<file path="src/rtl/mse_frame_packer.sv">
// mse_frame_packer: captures NUM_RES MSE words and serialises them as a paced byte frame
// (header, payload, XOR checksum). Define MSE_FRAME_SEQ_EN to add a sequence byte after the header.
module mse_frame_packer #(
  parameter int         NUM_RES    = 2,
  parameter int         DATA_W     = 64,
  parameter logic [7:0] HEADER     = 8'hA5,
  parameter int         GAP_CYCLES = 8680
) (
  input  logic                           clk,
  input  logic                           rstn,
  input  logic [NUM_RES-1:0][DATA_W-1:0] mse_data,
  input  logic                           mse_valid,
  output logic                           com_txvalid,
  output logic [7:0]                     com_txdata,
  output logic                           busy,
  output logic                           overrun,
  output logic [7:0]                     frame_cnt
);
  localparam int TOT_W = NUM_RES * DATA_W;
  localparam int NB    = TOT_W / 8;
  localparam int IW    = $clog2(NB + 1);
  localparam int GW    = (GAP_CYCLES > 1) ? $clog2(GAP_CYCLES) : 1;

`ifdef MSE_FRAME_SEQ_EN
  typedef enum logic [2:0] {S_IDLE, S_HDR, S_SEQ, S_DATA, S_CSUM} state_t;
`else
  typedef enum logic [1:0] {S_IDLE, S_HDR, S_DATA, S_CSUM} state_t;
`endif

  state_t           state, state_nxt;
  logic [TOT_W-1:0] shadow;
  logic [7:0]       csum;
  logic [IW-1:0]    left;
  logic [GW-1:0]    gap;
  logic [7:0]       top_byte;
  logic [7:0]       tx_byte;
  logic             emit, accept, pay_emit, done;
`ifdef MSE_FRAME_SEQ_EN
  logic             seq_emit;
`endif

  // Word 0 lands in the top bits so the shadow can be shifted out MSB byte first.
  function automatic logic [TOT_W-1:0] flatten(input logic [NUM_RES-1:0][DATA_W-1:0] words);
    logic [TOT_W-1:0] flat;
    flat = '0;
    for (int w = 0; w < NUM_RES; w++) flat[(NUM_RES-1-w)*DATA_W +: DATA_W] = words[w];
    return flat;
  endfunction

  assign top_byte = shadow[TOT_W-1 -: 8];
  assign busy     = (state != S_IDLE);

  always_ff @(posedge clk or negedge rstn) begin
    if (!rstn) state <= S_IDLE;
    else       state <= state_nxt;
  end

  // Each state emits its byte on entry; the transition out waits for the gap to run down.
  always_comb begin
    state_nxt = state;
    emit      = 1'b0;
    tx_byte   = '0;
    pay_emit  = 1'b0;
    done      = 1'b0;
`ifdef MSE_FRAME_SEQ_EN
    seq_emit  = 1'b0;
`endif
    accept    = (state == S_IDLE) && mse_valid;
    case (state)
      S_IDLE: if (accept) begin
        state_nxt = S_HDR;
        emit      = 1'b1;
        tx_byte   = HEADER;
      end
      S_HDR: if (gap == '0) begin
        emit = 1'b1;
`ifdef MSE_FRAME_SEQ_EN
        state_nxt = S_SEQ;
        tx_byte   = frame_cnt;
        seq_emit  = 1'b1;
`else
        state_nxt = S_DATA;
        tx_byte   = top_byte;
        pay_emit  = 1'b1;
`endif
      end
`ifdef MSE_FRAME_SEQ_EN
      S_SEQ: if (gap == '0) begin
        state_nxt = S_DATA;
        emit      = 1'b1;
        tx_byte   = top_byte;
        pay_emit  = 1'b1;
      end
`endif
      S_DATA: if (gap == '0) begin
        emit = 1'b1;
        if (left == '0) begin
          state_nxt = S_CSUM;
          tx_byte   = csum;
        end else begin
          tx_byte  = top_byte;
          pay_emit = 1'b1;
        end
      end
      S_CSUM: if (gap == '0) begin
        state_nxt = S_IDLE;
        done      = 1'b1;
      end
      default: state_nxt = S_IDLE;
    endcase
  end

  always_ff @(posedge clk or negedge rstn) begin
    if (!rstn) begin
      com_txvalid <= 1'b0;
      com_txdata  <= '0;
      gap         <= '0;
      shadow      <= '0;
      csum        <= '0;
      left        <= '0;
      overrun     <= 1'b0;
      frame_cnt   <= '0;
    end else begin
      com_txvalid <= emit;
      if (emit) begin
        com_txdata <= tx_byte;
        gap        <= GW'(GAP_CYCLES - 1);
      end else if (gap != '0) begin
        gap <= gap - GW'(1);
      end
      if (accept) begin
        shadow <= flatten(mse_data);
        csum   <= '0;
        left   <= IW'(NB);
      end else if (pay_emit) begin
        shadow <= shadow << 8;
        csum   <= csum ^ top_byte;
        left   <= left - IW'(1);
      end
`ifdef MSE_FRAME_SEQ_EN
      else if (seq_emit) begin
        csum <= csum ^ frame_cnt;
      end
`endif
      if (done) frame_cnt <= frame_cnt + 8'd1;
      if (mse_valid && busy) overrun <= 1'b1;
    end
  end
endmodule

</file>
<file path="config.mk">
export PLATFORM = sky130hd
export DESIGN_NAME = mse_frame_packer
export DESIGN_NICKNAME = d
export VERILOG_FILES = /design/src/rtl/mse_frame_packer.sv
export SDC_FILE = /design/constraint.sdc
export NUM_CORES = 1
export LEC_CHECK = 0
export CAP_MARGIN = 30
export CORE_UTILIZATION = 60
export CTS_BUF_LIST = sky130_fd_sc_hd__clkbuf_8
export DETAILED_ROUTE_END_ITERATION = 12
export DONT_BUFFER_PORTS = 1
export PLACE_DENSITY = 0.82
export SLEW_MARGIN = 5
export SYNTH_ARGS = -nofsm -noshare
export SYNTH_HDL_FRONTEND = slang
export SYNTH_SLANG_ARGS = --single-unit
</file>
<file path="constraint.sdc">
create_clock -name clk -period 2.02 [get_ports clk]
set_input_delay 0.303 -clock clk [delete_from_list [all_inputs] [get_ports clk]]
set_output_delay 0.303 -clock clk [all_outputs]
set_load 0.05 [all_outputs]
</file>
* After elaboration in Yosys (flattened, before gate mapping)
Index checks and enable logic that the tools add are counted.
** Operators by class
- Mux-type cells :: 26
- Equality and inequality tests :: 8
- $add $sub $neg :: 3
- Bitwise gates (word level) :: 1
- Reduce and logical (&&, ||, !) cells :: 11
** Operator list (number)
- 128-bit two-way mux :: 2
- 8-bit two-way mux :: 6
- 14-bit two-way mux :: 2
- 8-bit one-hot mux with 3 select lines :: 1
- 14-bit logical NOT :: 1
- 14-bit nonzero test :: 1
- 14-bit by 1-bit subtractor with 14-bit output, second input constant :: 1
- 2-bit two-way mux :: 5
- 5-bit two-way mux :: 2
- 2-bit inequality test, second input constant :: 5
- 8-bit by 1-bit adder with 8-bit output, second input constant :: 1
- 2-bit one-hot mux with 4 select lines :: 1
- 8-bit XOR :: 1
- 2-bit nonzero test :: 3
- 5-bit logical NOT :: 1
- 1-bit two-way mux :: 5
- 5-bit AND reduction :: 1
- 5-bit by 1-bit subtractor with 5-bit output, second input constant :: 1
- 2-bit equality test, second input constant :: 2
- 1-bit one-hot mux with 2 select lines :: 2
- 2-bit by 1-bit equality test with 1-bit output, second input constant :: 1
- 1-bit logical AND :: 2
- 2-bit logical NOT :: 1
- 2-bit OR reduction :: 1
** Word-level totals
- Input port bits :: 131
- Output and inout port bits :: 19
- Bits in registers :: 175
- Word-level logic and storage cells :: 58

* Depth between registers and ports, before layout
Gate-level depths: netlist of run 1.
- Depth after elaboration :: 6
- Mapped depth :: 9
- Mapped depth without buffers :: 7

* Worst setup path before layout of run 1
No wires, ideal clock.
- Kind :: reg-to-reg
- From :: reg gap[0]
- To :: reg state[1]
- Data arrival time :: 2097 ps
- Period minus slack after synthesis :: 2222 ps
- Required time :: 1895 ps
- Path buffers :: 0
- Stages on the path, launching flop included :: 7
- Setup slack :: -202 ps
- Library setup time :: 125 ps
- Cells stage by stage :: dfrtp_1 > inv_1 > ha_1 > or4b_1 > nor4_4 > o221ai_2 > mux2_4
** On the way
- Longest elaborated chain between the ends :: 3
- Elaborated cells between the ends (all ways) :: 5
- Classes of those cells :: eq/ne: 3; reduce/logical: 2
** RTL lines
- start, declared :: RTL line 34 : logic [GW-1:0] gap;
- start signal, assigned :: RTL line 127 : gap <= GW'(GAP_CYCLES - 1);
- start signal, assigned :: RTL line 129 : gap <= gap - GW'(1);
- 14-bit logical NOT * :: RTL line 75, 95, 105
- 2-bit inequality test (no source line)
- 5-bit AND reduction (no source line) *
- end signal, assigned :: RTL line 55 : else state <= state_nxt;
- end, declared :: RTL line 30 : state_t state, state_nxt;
Mark *: on every way between the ends. The rest lies on a longest branch, timed or not.
A chain may end at the register's enable or synchronous reset.

* Worst setup path after layout of run 1
- From :: reg left[0]
- To :: reg shadow[37]
** On the way
- Longest elaborated chain between the ends :: 5
** RTL lines
- start, declared :: RTL line 33 : logic [IW-1:0] left;
- start signal, assigned :: RTL line 134 : left <= IW'(NB);
- start signal, assigned :: RTL line 138 : left <= left - IW'(1);
- 5-bit logical NOT :: RTL line 97 : if (left == '0) begin
- 1-bit two-way mux :: RTL line 97
- 1-bit two-way mux :: RTL line 95 : S_DATA: if (gap == '0) begin
- 1-bit one-hot mux with 2 select lines :: RTL line 69 : case (state)
- 2-bit nonzero test (no source line)
- end signal, assigned :: RTL line 132 : shadow <= flatten(mse_data);
- end signal, assigned :: RTL line 136 : shadow <= shadow << 8;
- end, declared :: RTL line 31 : logic [TOT_W-1:0] shadow;
No other way between the ends.

==> results of run 1 <==
-- through the flow --
step / hold WS [ns] / total power, mW / instance area [um^2] / std cells
global placement: 0.01600 / 3.572 / 9189 / 1088
global route: -0.5193 / 6.617 / 11850 / 1289
detailed placement: 0.01528 / 3.572 / 9189 / 1088
finish: -0.4901 / 6.484 / 11860 / 1290
floorplan: 0.007409 / 3.573 / 8603 / 926
CTS: -0.4985 / 6.411 / 11030 / 1250
-- state kept, by name, indices dropped and copies added, names as in the netlist --
register	cells
shadow	128
gap	14
com_txdata	8
csum	8
frame_cnt	8
left	5
state	2
com_txvalid	1
overrun	1
-- Yosys cell counts (2+ instances only) --
master,instances
a21o_1,2
a21oi_1,11
a22o_1,8
a22oi_1,4
a2bb2oi_1,4
a31oi_1,4
buf_2,14
clkbuf_1,65
dfrtp_1,175
ha_1,9
inv_1,10
mux2i_1,10
nand2_1,252
nand2b_1,9
nand3_1,17
nand4_1,13
nor2_1,12
nor2b_1,2
nor3_1,8
nor4_1,2
nor4_2,2
o211ai_1,135
o21ai_0,22
o31ai_1,2
o41ai_1,2
or2_2,2
or3_1,100
or4_1,4
or4b_1,2
xnor2_1,2
xor2_1,7
-- where the power goes --
part / internal [mW] / leakage, nW / total [mW] / switching (mW)
Sequential: 3.50 / 2.29 / 3.50 / 0.000000000000000449
Clock: 1.36 / 0.226 / 2.78 / 1.42
Combinational: 0.153 / 2.40 / 0.199 / 0.0460
-- kinds of logic after synthesis --
logic type	count (synthesis)	share of synthesized area (%)
fa+ha+maj	9	1.315
compound gates	201	16.95
mux	12	1.476
xor+xnor	9	0.9206
buf+inv	89	4.106
simple gates	431	24.09
flops	175	51.14
-- area by class of cell --
class	count	area (um^2)	share of cell area (%)
sequential	175	4385	36.99
multi-input combinational	663	4230	35.68
timing repair buffer	228	2535	21.38
clock buffer	17	234.0	1.973
tap	180	225.2	1.900
clock inverter	15	201.4	1.699
inverter	10	40.04	0.3377
antenna	2	5.005	0.04221
-- worst paths after layout --
path / from / to / slack [ns] / cells past startpoint
setup / recovery: left[0] / shadow[37] / -0.30 / 9
hold / removal: rstn / frame_cnt[4] / -0.49 / 0
setup reg to reg: left[0] / shadow[37] / -0.30 / 9
hold reg to reg: shadow[4] / shadow[4] / 0.53 / 2
max in group asynchronous: rstn / shadow[49] / 2.26 / 0
min in group clk: mse_data[73] / shadow[9] / 0.01 / 2
-- worst max-delay path, cell delays in order, from the launching register on --
cell	delay, ns
dfrtp_1	0.42
inv_2	0.10
ha_4	0.13
or4b_4	0.49
a21oi_4	0.25
buf_12	0.16
nor2_4	0.05
buf_12	0.15
clkbuf_16	0.16
o211ai_1	0.29
-- layer usage --
layer	vias up	share of wire [%]	track usage, %
met2	732	49	59.87
met5	-	0	0
met3	196	9.0	8.365
met4	0	5.6	15.20
met1	4291	36	46.77
li1	3662	-	-
-- repair_timing --
action | CTS | global route
pin swaps | 14 | 89
cloned | 3 | 15
setup buffers | 11 | 24
resized for setup | 16 | 77
endpoints found under the hold margin | 291 | 175
setup endpoints to repair | 156 | 168
==> impl_metrics.ini, run 1 <==
[setup_path]
crit_type = flop to flop
worstPathArrival_ns = 2.69
cp-start-kind = flop
cp.required_ns = 2.39
end_kind = flop
cp_max_fo = 10

[logic_synthesis]
synth_top_area_cell = dfrtp_1
synth_area_um2 = 8563
synth_flop_cell = dfrtp_1
synth_warnings = 0
syn-num-nets = 1066
synth_area_leaders = dfrtp_1 (51%), o211ai_1 (12%), nand2_1 (11%)
yosysSeqAreaShare_pct = 51.14
synth_top_area_share_pct = 51.14
synth_edf_count = 0
syn_inst = 926
synth-seq-cells = 175
avgSynthCellArea_um2 = 9.248
yosys.cell_types.count = 46
async_flop_share_pct = 100.0

[layout]
final_util_pct = 85.42
syn_to_final_growth_pct = 38.46
drive_gt1_share_pct = 19.68
final_nets = 1235
nFillCells = 626
most-common-layout-cells = nand2_1 (248), dfrtp_1 (170), o211ai_1 (135)
final_common_cell = nand2_1

[clock_tree]
cts_tree = done
cts-root-buf = clkbuf_8
clock_sinks = 175
cts.clk_slew.worst_paths_ns = 0.10
clk_latency_ns = 0.50
clk_path_buf_depth = 2
cts_inserted_buffers = 17
holdBufCountCts = 116
h-tree-depth = 4

[routing]
vias_per_cell = 6.884
drc = 0
post_drt_wl_per_cell_um = 24.38
dr_total_vias = 8881
ant_nets = 0
dr.pass1.iters = 6
wl_um = 31450
drt_first_iter_violations = 1317

[die]
initial_core_util_pct = 61.69
die_area_um2 = 14750
pin_count = 150
fp-row-count = 43
chipWidth_um = 121.5
dieHeight_um = 121.5
core_um2 = 13880

[timing]
fin_tns_setup_ns = -16.61
fin_crit_sh_pct = 114.8
setup_viol = 155
fin_ws_ns = -0.2991
min_period_ns = 2.319
fin_skew_ns = 0.03220
hold_viol = 175
worst_pin_slew_ns = 0.6520
slew_headroom_pct = 56.53
timing.fmax_mhz = 431.2
rsz0062_at_grt = true
finalMaxSlewViolations = 0
hold_slack_ns = -0.4901

[global_route]
track_usage_pct = 36.60
grt_pass1_vias = 8056
grt_pass1_wl_um = 41380
grt_max_degree = 176
gr-total-overflow = 0
antenna_found_initial = 1

[placed_design]
portBuffers = 0
place.gp.congestion = 0.8743
dpl.hpwl_um = 13840
dp_slack_ns = -0.1104

[pwr]
peakVddDrop_mv = 0.8261
static-leakage-power_nw = 4.917
power_density_nw_per_um2 = 546.8

[run_status]
status = finished with violations
failed_checks = negative hold slack, negative setup slack

[flow_run]
cap_violations = 0

[worst_hold_path]
worst_hold_path_type = input pin to asynchronous set/reset pin
Power figures use the tool's default switching activity.
==> run 2: changes to the inputs <==
--- a/config.mk
+++ b/config.mk
@@ -6,11 +6,11 @@
 export NUM_CORES = 1
 export LEC_CHECK = 0
 export CAP_MARGIN = 30
-export CORE_UTILIZATION = 60
+export CORE_UTILIZATION = 30
 export CTS_BUF_LIST = sky130_fd_sc_hd__clkbuf_8
 export DETAILED_ROUTE_END_ITERATION = 12
 export DONT_BUFFER_PORTS = 1
-export PLACE_DENSITY = 0.82
+export PLACE_DENSITY = 0.48
 export SLEW_MARGIN = 5
 export SYNTH_ARGS = -nofsm -noshare
 export SYNTH_HDL_FRONTEND = slang
==> run 2 against run 1 <==
Net effect: the flow still finishes with violations (negative hold slack, negative setup slack); first-iteration DRC count shrank 72%; fmax grew 11%; largest cell class unchanged; power shrank 5.0%; sequential power is essentially flat; clock-buffer cell count grew 1; non-clock buffer count shrank 2; die area grew 98%; clock power shrank 12%; global-route usage shrank 18 points; critical endpoint is now state[1]; critical path depth shrank 2; largest power group unchanged; combinational power grew 3%.
==> impl_metrics.ini, run 2 (synthesis results as in run 1) <==
[setup_path]
r2r_setup_slack_ns = -0.07
worstPathArrival_ns = 2.44
cp_num_buf_inv = 2
cp-start-kind = flop
cpLargestDelayFamily = simple AND/OR/NAND/NOR gates
end_kind = flop
cp.required_ns = 2.37
slowest_stage = or4b_4
crit_type = flop to flop
cp_cell_sequence = inv_2 > ha_4 > or4b_4 > nor4_4 > buf_6 > o221ai_4 > mux2_4
slowest_delay_ns = 0.48
cp_max_fo = 4

[global_route]
track_usage_pct = 18.51
grt_pass1_wl_um = 42230
antenna_found_initial = 2
grt_max_degree = 176
grt.busiest_layer = met2
grtUsageMet2_pct = 30.91
met1_usage_pct = 24.95
use_met3_pct = 3.655
grt_pass1_vias = 7589
gr-total-overflow = 0

[routing]
dr_total_vias = 7569
drc = 0
wl_um = 26930
drt_first_iter_violations = 365
vias_per_cell = 5.100
dr.pass1.iters = 4
ant_nets = 0
post_drt_wl_per_cell_um = 18.15

[clock_tree]
cts.clk_slew.worst_paths_ns = 0.10
cts_inserted_buffers = 17
clk_latency_ns = 0.46
cts_tree = done
cts-root-buf = clkbuf_8
clock_sinks = 175
clk_path_buf_depth = 2
h-tree-depth = 4

[timing]
worst_pin_slew_ns = 0.5797
slew_headroom_pct = 61.35
min_period_ns = 2.092
setup_viol = 38
fin_crit_sh_pct = 103.5
hold_viol = 175
rsz0062_at_grt = true
fin_ws_ns = -0.07161
fin_skew_ns = 0.01803
finalMaxSlewViolations = 0
hold_slack_ns = -0.4747
timing.fmax_mhz = 478.1

[layout]
stdcell_area_um2 = 11740
drive_gt1_share_pct = 16.58
largest_reg_flops = 128
final_common_cell = nand2_1
syn_to_final_growth_pct = 37.08
final_util_pct = 42.02
final_nets = 1232
most-common-layout-cells = nand2_1 (250), dfrtp_1 (175), o211ai_1 (135)
top_register = shadow
nFillCells = 2805
reg.largest.list = shadow (128), gap (14)

[die]
die_area_um2 = 29220
pin_count = 150
fp-row-count = 61
dieHeight_um = 171.0
initial_core_util_pct = 30.65
core_um2 = 27930
chipWidth_um = 171.0

[placed_design]
portBuffers = 0
place.gp.congestion = 0.7656
dpl_cell_area_um2 = 9594
dpl.hpwl_um = 17200

[worst_hold_path]
worst_hold_path_type = input pin to asynchronous set/reset pin

[run_status]
status = finished with violations
failed_checks = negative hold slack, negative setup slack

[pwr]
static-leakage-power_nw = 4.804
peakVddDrop_mv = 0.2859
power_density_nw_per_um2 = 524.5

[flow_run]
cap_violations = 0
## run 2: changes by cell type in the layout (fill, tap and decap cells not counted), moves of 5 or more
cell           previous run  this run
buf_6                    18        11
dfrtp_1                 170       175
dfrtp_2                   5         0
dlygate4sd3_1           116       122
o21ai_0                  18        13
or3_1                    86        96
or3_4                    14         4
## run 2: final timing paths
check,endpoint,from,cells past startpoint
max,state[1],gap[0],7
min,gap[7],rstn,0
max reg2reg,state[1],gap[0],7
min reg2reg,shadow[6],shadow[6],2
max in group asynchronous,shadow[30],rstn,0
min in group clk,shadow[24],mse_data[88],2
## run 2: report_power, final
| group | total, mW | switching (mW) | internal, mW |
|---|---|---|---|
| combinational | 0.204 | 0.0435 | 0.160 |
| sequential | 3.50 | 0.000000000000000392 | 3.50 |
| clock | 2.45 | 1.42 | 1.03 |
| total | 6.16 | 1.47 | 4.69 |
## run 2: layout make-up
cell class              instances  area [um^2]  share of cell area, %
clock buffers                  18        247.7                  2.110
well taps                     378        473.0                  4.029
clock inverters                13        131.4                  1.119
inverters                      10        37.54                 0.3198
flip-flops and latches        175         4379                  37.31
diodes                          2        5.005                0.04263
multi-input cells             662         4056                  34.56
repair buffers                226         2409                  20.52
## run 2: metal layers
metal / share of wire (%) / vias to the layer above
met4: 0.68 / 0
met5: 0 / -
met2: 49 / 157
met1: 46 / 3749
met3: 4.0 / 12
li1: - / 3651
## run 2: metrics by stage
step           power [mW]  TNS [ns]  setup WS (ns)  std cells  hold WS, ns
2_1_floorplan       3.573    -2.994        -0.1409        926     0.007409
3_3_place_gp        3.572    -3.371       -0.09637       1307      0.01550
3_5_place_dp        3.572    -2.598       -0.07796       1307      0.01792
4_1_cts             6.232   -0.4538       -0.03487       1459      -0.5019
5_1_grt             6.384    -14.12        -0.1472       1484      -0.5232
6_report            6.158   -0.6069       -0.07161       1484      -0.4747
## run 2: repair_timing
action / CTS / global route
hold buffers: 118 / 4
gates resized for setup: 19 / 46
pin swaps: 36 / 74
endpoints found under the setup margin: 128 / 164
endpoints found under the hold margin: 293 / 179
gates cloned: 0 / 9
setup buffers: 3 / 11
==> run 3: changes to the inputs <==
--- a/config.mk
+++ b/config.mk
@@ -10,7 +10,7 @@
 export CTS_BUF_LIST = sky130_fd_sc_hd__clkbuf_8
 export DETAILED_ROUTE_END_ITERATION = 12
 export DONT_BUFFER_PORTS = 1
-export PLACE_DENSITY = 0.48
+export PLACE_DENSITY = 0.45
 export SLEW_MARGIN = 5
 export SYNTH_ARGS = -nofsm -noshare
 export SYNTH_HDL_FRONTEND = slang
==> constraint.sdc (replaced) <==
create_clock -name clk -period 2.3 [get_ports clk]
set_input_delay 0.345 -clock clk [delete_from_list [all_inputs] [get_ports clk]]
set_output_delay 0.345 -clock clk [all_outputs]
set_load 0.05 [all_outputs]
==> run 3 against run 2 <==
Net effect: the flow finishes with violations (negative hold slack); critical path type unchanged; clock skew grew 0.0012 ns; non-clock buffer count shrank 111; sequential share of layout area grew 4.7 points; setup slack gained 0.16 ns; via count shrank 6.9%; hold slack gained 0.041 ns; sequential power shrank 12%; highest routed layer unchanged; combinational power shrank 60%; flip-flop and latch count is the same; clock-buffer cell count is the same; routed wire length shrank 6.5%; register-to-register slack gained 0.16 ns.
==> impl_metrics.ini, run 3 (synthesis results as in run 1) <==
[placed_design]
dpl.hpwl_um = 16450
dp_slack_ns = -0.01718
dpl.cell_count = 1278
place.gp.congestion = 0.7579
portBuffers = 0

[pwr]
static-leakage-power_nw = 4.126
power_density_nw_per_um2 = 515.4
switchingPower_mw = 1.304
pwr-share-seq_pct = 57.3
clkPwrFrac_pct = 41.2
swShare_pct = 24.29
peakVddDrop_mv = 0.3928
p_int_mw = 4.064
p_total_mw = 5.367
power_frac_comb_pct = 1.5

[routing]
post_drt_wl_per_cell_um = 18.35
drt_first_iter_violations = 451
ant_nets = 0
dr_total_vias = 7043
vias_per_cell = 5.130
wl_um = 25190
dr.pass1.iters = 4
drc = 0

[clock_tree]
h-tree-depth = 4
cts.clk_slew.worst_paths_ns = 0.11
clk_latency_ns = 0.46
cts-root-buf = clkbuf_8
clk_path_buf_depth = 2
cts_inserted_buffers = 17
cts_tree = done
clock_sinks = 175

[layout]
fin_cells = 1373
syn_to_final_growth_pct = 21.62
top_register = shadow
final_util_pct = 37.28
reg.largest.list = shadow (128), gap (14)
largest_reg_flops = 128
final_common_cell = nand2_1
most-common-layout-cells = nand2_1 (251), dfrtp_1 (175), o211ai_1 (135)
drive_gt1_share_pct = 11.27
final_nets = 1121

[timing]
fin_crit_sh_pct = 96.01
hold_viol = 175
timing.fmax_mhz = 452.9
finalMaxSlewViolations = 0
min_period_ns = 2.208
hold_slack_ns = -0.4334
worst_pin_slew_ns = 0.6584
fin_ws_ns = 0.09186
setup_viol = 0
slew_headroom_pct = 56.11
fin_skew_ns = 0.01918

[run_status]
failed_checks = negative hold slack
status = finished with violations

[die]
pin_count = 150
core_um2 = 27930
die_area_um2 = 29220
fp-row-count = 61
dieHeight_um = 171.0
initial_core_util_pct = 30.65
chipWidth_um = 171.0

[setup_path]
crit_type = flop to flop
cp.required_ns = 2.67
end_kind = flop
cp-start-kind = flop
worstPathArrival_ns = 2.58
cp_max_fo = 7
reg2reg_depth = 10

[global_route]
grt_max_degree = 176
grt_pass1_vias = 7187
track_usage_pct = 17.95
gr-total-overflow = 0
grt_pass1_wl_um = 40490
antenna_found_initial = 1

[worst_hold_path]
worst_hold_path_type = input pin to asynchronous set/reset pin

[flow_run]
cap_violations = 0
## run 3: cell count changes in the layout (fill, tap and decap cells not counted), sizes merged
cell | before | now
inv | 15 | 17
buf | 97 | 59
clkbuf | 25 | 18
diode | 2 | 1
clkinvlp | 2 | 3
dlygate4sd3 | 122 | 56
clkinv | 5 | 3
## run 3: timing repair
item | CTS | global route
pin swaps | 0 | 5
setup buffers | 0 | 6
hold buffers | 48 | 8
gates resized for setup | 1 | 9
hold endpoints to repair | 223 | 183
endpoints found under the setup margin | 58 | 146
## run 3: metal layers
layer	vias to the layer above	wire (um)	share of wire [%]	GRT usage, %
met5	-	0	0	0
met4	0	186	0.74	4.076
met3	9	1020	4.0	3.724
met2	139	11990	48	28.73
met1	3474	11990	48	24.80
li1	3421	-	-	-
## run 3: through the flow
stage	TNS [ns]	area, um^2	hold slack [ns]
after global placement	0	9361	0.05917
after global routing	-0.01084	10420	-0.4905
final	0	10420	-0.4334
after CTS	-0.003439	10240	-0.4758
after floorplan	0	8563	0.04941
after detailed placement	-0.02392	9361	0.05722
## run 3: critical path, cell delays in order (launching register included)
cell and delay (ns):
dfrtp_1 0.39, inv_1 0.08, ha_2 0.18, or4b_4 0.48, buf_4 0.16, a21oi_4 0.16
buf_12 0.14, nor2_4 0.04, buf_12 0.14, buf_4 0.17, o211ai_1 0.18
## run 3: layout make-up
class / count / area, um^2
timing repair buffer: 115 / 1232
fill: 2886 / 17520
antenna: 1 / 2.502
sequential: 175 / 4379
clock inverter: 14 / 146.4
inverter: 10 / 37.54
tap: 378 / 473.0
multi-input combinational: 662 / 3896
clock buffer: 18 / 247.7
## run 3: power by group through the flow
| stage | sequential [mW] | clock [mW] | combinational (mW) |
|---|---|---|---|
| finish | 3.07 | 2.21 | 0.0814 |
| global route | 3.08 | 2.41 | 0.0869 |
| floorplan | 3.14 | 0 | 0.00248 |
| CTS | 3.07 | 2.30 | 0.0708 |
| global placement | 3.13 | 0 | 0.00258 |
| detailed placement | 3.13 | 0 | 0.00258 |
## run 3: path summary, 6_finish.rpt
check	start	end	slack, ns
setup / recovery	left[0]	shadow[112]	0.09
hold / removal	rstn	gap[1]	-0.43
setup reg to reg	left[0]	shadow[112]	0.09
hold reg to reg	shadow[3]	shadow[3]	0.54
max in group asynchronous	rstn	shadow[30]	2.16
min in group clk	mse_data[101]	shadow[37]	0.03
